==> src/rtl/series_datapath.sv <==
// Datapath responder for the five-strobe iterative controller: accumulates sum of x^k, k=0..ITER-1.
// Optional DP_SAT_EN: clamp the multiply and accumulate results on overflow instead of wrapping.
module series_datapath #(
  parameter int WIDTH = 16,
  parameter int FRAC  = 8,
  parameter int ITER  = 8,
  parameter int CNT_W = 4
) (
  input  logic                    clk,
  input  logic                    rst,
  input  logic                    ldI,
  input  logic                    ldInit,
  input  logic                    ldM,
  input  logic                    ldRes,
  input  logic                    ldA,
  input  logic signed [WIDTH-1:0] x_in,
  output logic                    Done,
  output logic signed [WIDTH-1:0] result,
  output logic                    err
);

  localparam logic signed [WIDTH-1:0] ONE  = WIDTH'(1) << FRAC;
  localparam logic signed [WIDTH-1:0] MAXV = {1'b0, {(WIDTH-1){1'b1}}};
  localparam logic signed [WIDTH-1:0] MINV = {1'b1, {(WIDTH-1){1'b0}}};
  localparam logic [CNT_W-1:0]        LAST = CNT_W'(ITER - 1);
  localparam logic [CNT_W-1:0]        CMAX = CNT_W'(ITER);

  logic signed [WIDTH-1:0] xr_q, xr_d, term_q, term_d, prod_q, prod_d, res_q, res_d;
  logic [CNT_W-1:0]        cnt_q, cnt_d;
  logic                    done_q, done_d, init_ok_q, init_ok_d, err_q, err_d;

  logic signed [2*WIDTH-1:0] prod_full, prod_shr;
  logic signed [WIDTH:0]     sum_full;
  logic signed [WIDTH-1:0]   prod_nx, sum_nx;
  logic                      prod_ovf, sum_ovf, multi, op_no_init;
  logic [2:0]                nstb;

  assign prod_full = term_q * xr_q;
  assign prod_shr  = prod_full >>> FRAC;
  // Result fits WIDTH only if every discarded upper bit equals the new sign bit.
  assign prod_ovf  = prod_shr[2*WIDTH-1:WIDTH-1] != {(WIDTH+1){prod_shr[WIDTH-1]}};
  assign sum_full  = {res_q[WIDTH-1], res_q} + {term_q[WIDTH-1], term_q};
  assign sum_ovf   = sum_full[WIDTH] != sum_full[WIDTH-1];

`ifdef DP_SAT_EN
  assign prod_nx = prod_ovf ? (prod_shr[2*WIDTH-1] ? MINV : MAXV) : prod_shr[WIDTH-1:0];
  assign sum_nx  = sum_ovf  ? (sum_full[WIDTH]     ? MINV : MAXV) : sum_full[WIDTH-1:0];
`else
  assign prod_nx = prod_shr[WIDTH-1:0];
  assign sum_nx  = sum_full[WIDTH-1:0];
`endif

  assign nstb       = {2'b0, ldI} + {2'b0, ldInit} + {2'b0, ldM} + {2'b0, ldRes} + {2'b0, ldA};
  assign multi      = nstb > 3'd1;
  assign op_no_init = (ldM | ldRes | ldA) & ~init_ok_q;

  always_comb begin
    xr_d      = ldI ? x_in : xr_q;
    term_d    = term_q;
    prod_d    = prod_q;
    res_d     = res_q;
    cnt_d     = cnt_q;
    done_d    = done_q;
    init_ok_d = init_ok_q;
    if (ldM)   prod_d = prod_nx;
    if (ldRes) res_d  = sum_nx;
    if (ldA) begin
      term_d = prod_q;
      cnt_d  = (cnt_q == CMAX) ? cnt_q : cnt_q + 1'b1;
      if (cnt_q == LAST) done_d = 1'b1;
    end
    // ldInit wins over any concurrent operation strobe.
    if (ldInit) begin
      term_d    = ONE;
      prod_d    = '0;
      res_d     = '0;
      cnt_d     = '0;
      done_d    = 1'b0;
      init_ok_d = 1'b1;
    end
    err_d = (ldInit ? 1'b0 : err_q) | multi | op_no_init;
  end

  always_ff @(posedge clk or negedge rst) begin
    if (!rst) begin
      xr_q      <= '0;
      term_q    <= '0;
      prod_q    <= '0;
      res_q     <= '0;
      cnt_q     <= '0;
      done_q    <= 1'b0;
      init_ok_q <= 1'b0;
      err_q     <= 1'b0;
    end else begin
      xr_q      <= xr_d;
      term_q    <= term_d;
      prod_q    <= prod_d;
      res_q     <= res_d;
      cnt_q     <= cnt_d;
      done_q    <= done_d;
      init_ok_q <= init_ok_d;
      err_q     <= err_d;
    end
  end

  assign Done   = done_q | (init_ok_q & (cnt_q == LAST));
  assign result = res_q;
  assign err    = err_q;

endmodule

==> config.mk <==
export PLATFORM = sky130hd
export DESIGN_NAME = series_datapath
export DESIGN_NICKNAME = d
export VERILOG_FILES = /design/src/rtl/series_datapath.sv
export SDC_FILE = /design/constraint.sdc
export NUM_CORES = 1
export LEC_CHECK = 0
export CAP_MARGIN = 20
export CORE_ASPECT_RATIO = 2
export CORE_MARGIN = 2
export CORE_UTILIZATION = 60
export DETAILED_ROUTE_END_ITERATION = 8
export PLACE_DENSITY = 0.79
export SLEW_MARGIN = 5
export SYNTH_ARGS = -nofsm -noshare
export SYNTH_HDL_FRONTEND = slang
export SYNTH_SLANG_ARGS = --single-unit
==> constraint.sdc <==
create_clock -name clk -period 7.2 [get_ports clk]
set_input_delay 1.08 -clock clk [delete_from_list [all_inputs] [get_ports clk]]
set_output_delay 1.08 -clock clk [all_outputs]
set_load 0.05 [all_outputs]
==> impl_metrics.py <==
metrics = {
    "floorplan": {
        "die-height_um": 194.4,
        "fp.dieArea_um2": 19280,
        "pin_count": 41,
        "core_um2": 17780,
        "start_util_pct": 61.12,
        "placementRows": 69,
        "die_w_um": 99.18,
    },
    "logic_synthesis": {
        "syn_inst": 1162,
        "syn_area_per_cell_um2": 9.355,
        "synth.yosys.seq_area_share_pct": 16.34,
        "yosys_warnings": 0,
        "yosysUniqueCellTypes": 46,
        "synth.net_count": 1461,
        "syn_area_um2": 10870,
        "ys_ff_latch": 71,
    },
    "clocking": {
        "cts.sinks": 71,
        "cts_tree": "built",
        "htreeDepth": 3,
        "cts_buffers": 9,
        "cts_root_buf": "clkbuf_16",
        "cts_buffer_depth": 2,
        "clk_pin_slew_ns": 0.06,
        "cts_hold_buffers": 0,
        "cts-resized-gates": 0,
        "insertion_delay_ns": 0.34,
        "cts_post_setup_buffers_inserted": 0,
    },
    "critical_path": {
        "start_kind": "flop",
        "crit_type": "reg -> reg",
        "crit_arrival_ns": 6.73,
        "required_ns": 7.43,
        "cp_max_fo": 15,
        "regToRegSetupSlack_ns": 0.70,
        "cp-end-kind": "flop",
    },
    "detailed_routing": {
        "drtPass1Iterations": 7,
        "viasPerCell": 5.750,
        "drtIter0Drc": 410,
        "num_vias": 8061,
        "wirelength_um": 28000,
        "avgRoutedWirePerCell_um": 19.97,
        "route.detailed.drc": 0,
        "drtAntennaViolNets": 0,
    },
    "placement": {
        "hpwl_um": 22410,
        "placed_cells": 1386,
        "gp_congestion": 0.9225,
        "dpl_cell_area_um2": 11490,
        "dp_worst_setup_slack_ns": 0.7265,
        "port_buffers": 40,
    },
    "sta": {
        "setup_viol": 0,
        "slew_headroom_pct": 27.70,
        "fin_worst_skew_ns": 0.004926,
        "tightest_slew_ns": 1.081,
        "whs_ns": 0.4934,
        "hold_violations": 0,
        "max_freq_mhz": 153.8,
        "drv_slew": 0,
        "min_period_ns": 6.501,
        "rsz0062_at_grt": "false",
        "period_share_pct": 90.29,
        "setup_ws_ns": 0.6994,
        "tns_ns": 0,
    },
    "power_and_ir_drop": {
        "peakVddDrop_v": 0.0003448,
        "total_power_mw": 3.695,
        "p_leak_nw": 6.071,
        "power_density_nw_per_um2": 312.6,
    },
    "layout": {
        "nets": 1483,
        "diodes": 0,
        "stdcell_area_um2": 11820,
        "fin_util_pct": 66.46,
        "synthToLayoutAreaGrowth_pct": 8.724,
        "finalNonFillerCells": 1402,
        "drive_gt1_share_pct": 4.542,
        "fill_cells": 1362,
    },
    "grt": {
        "grt_use_total_pct": 31.30,
        "grt_pass1_vias": 9098,
        "antenna_found_initial": 0,
        "grt_pass1_wl_um": 45570,
        "grt-ovfl-total": 0,
        "grt_max_degree": 72,
    },
    "worst_hold_path": {
        "hp-class": "reg -> reg",
    },
    "run_status": {
        "outcome": "finished, final reports clean",
    },
    "job": {
        "maxCapViolCount": 0,
    },
}
==> synthesized netlist by cell type, drive strengths merged <==
library cell / n / area (um^2)
a2111oi: 1 / 15.01
a211oi: 7 / 52.55
a21o: 7 / 52.55
a21oi: 19 / 95.09
a22o: 2 / 17.52
a311oi: 3 / 26.28
a31o: 2 / 17.52
a31oi: 3 / 25.02
a32o: 2 / 20.02
a41o: 2 / 20.02
and2: 112 / 700.7
and3: 1 / 6.260
buf: 1 / 3.750
clkbuf: 46 / 172.7
clkinv: 2 / 7.510
dfrtp: 71 / 1777
fa: 188 / 3764
ha: 88 / 1101
inv: 252 / 945.9
mux2: 15 / 168.9
mux2i: 34 / 340.3
nand2: 122 / 457.9
nand2b: 5 / 31.28
nand3: 1 / 5.000
nand3b: 1 / 7.510
nand4: 3 / 18.77
nor2: 71 / 266.5
nor2b: 5 / 31.28
nor3: 6 / 30.03
nor3b: 2 / 15.01
nor4: 1 / 6.260
nor4bb: 1 / 10.01
o2111ai: 1 / 8.760
o211ai: 2 / 15.01
o21a: 6 / 45.04
o21ai: 18 / 90.09
o21bai: 1 / 7.510
o41a: 1 / 11.26
o41ai: 1 / 8.760
or2: 1 / 6.260
or3: 5 / 31.28
xnor2: 35 / 306.5
xor2: 15 / 131.4
==> power by group <==
group	switching [mW]	leakage, nW	internal [mW]	total [mW]
Clock	0.182	0.163	0.314	0.497
Sequential	0.103	0.924	0.462	0.565
Combinational	1.51	4.98	1.12	2.63
==> path summary, 6_finish.rpt <==
path / start / endpoint / cells after the start
hold reg to reg: done_q$_DFFE_PN0P_ / done_q$_DFFE_PN0P_ / 2
max in group asynchronous: rst / prod_q[14]$_DFFE_PN0P_ / 1
setup / recovery: xr_q[10]$_DFFE_PN0P_ / prod_q[14]$_DFFE_PN0P_ / 21
setup reg to reg: xr_q[10]$_DFFE_PN0P_ / prod_q[14]$_DFFE_PN0P_ / 21
hold / removal: done_q$_DFFE_PN0P_ / done_q$_DFFE_PN0P_ / 2
min in group asynchronous: rst / result[2]$_DFFE_PN0P_ / 1
==> state kept, by name, summed over array words and instances (netlist names) <==
name,cells
term_q,16
cnt_q,4
result,16
init_ok_q,1
xr_q,16
done_q,1
err,1
prod_q,16
==> cells in the final DEF (no fill, tap or decap), types with 6 or more instances in the layout <==
cell type          n
and2_1           112
ha_1              88
xnor2_1           35
fa_1             188
inv_1            252
buf_4             19
dfrtp_1           71
mux2_2            15
mux2i_1           34
a21o_1             7
nor2_1            71
nand2_1          122
o21a_1             6
xor2_1            15
nor3_1             6
o21ai_0           14
a211oi_1           7
clkdlybuf4s50_1   38
clkbuf_16          9
a21oi_1           19
==> critical path, stage by stage (launching register included) <==
cell and delay (ns):
dfrtp_1 0.56, and2_1 0.28, fa_1 0.53, inv_1 0.06, fa_1 0.54, inv_1 0.06, fa_1 0.53, fa_1 0.44
fa_1 0.50, inv_1 0.05, fa_1 0.48, inv_1 0.04, ha_1 0.34, a21o_1 0.22, a21o_1 0.17, a21o_1 0.18
or3_1 0.30, a41o_1 0.26, a31oi_2 0.22, nor2b_1 0.08, or3_1 0.31, a32o_1 0.22
==> final cells by class <==
class / instances / area (um^2) / area share (%)
clock buffers: 10 / 239.0 / 2.022
clock inverters: 6 / 91.34 / 0.7728
inverters: 254 / 953.4 / 8.067
multi-input cells: 790 / 7964 / 67.38
flip-flops and latches: 71 / 1777 / 15.03
well taps: 213 / 266.5 / 2.255
repair buffers: 58 / 528.0 / 4.468
==> kinds of logic after synthesis <==
group / synth area share [%]
xor+xnor: 4.029
compound gates: 4.857
fa+ha+maj: 44.75
simple gates: 14.94
flops: 16.34
buf+inv: 10.39
mux: 4.685
==> routing by layer <==
| layer | up-vias | share of wire, % | track usage (%) |
|---|---|---|---|
| li1 | 3544 | - | - |
| met1 | 4027 | 32 | 31.07 |
| met2 | 328 | 54 | 56.86 |
| met3 | 162 | 4.0 | 3.164 |
| met4 | 0 | 10 | 25.62 |
| met5 | - | 0 | 0 |
(Power assumes the default switching activity.)
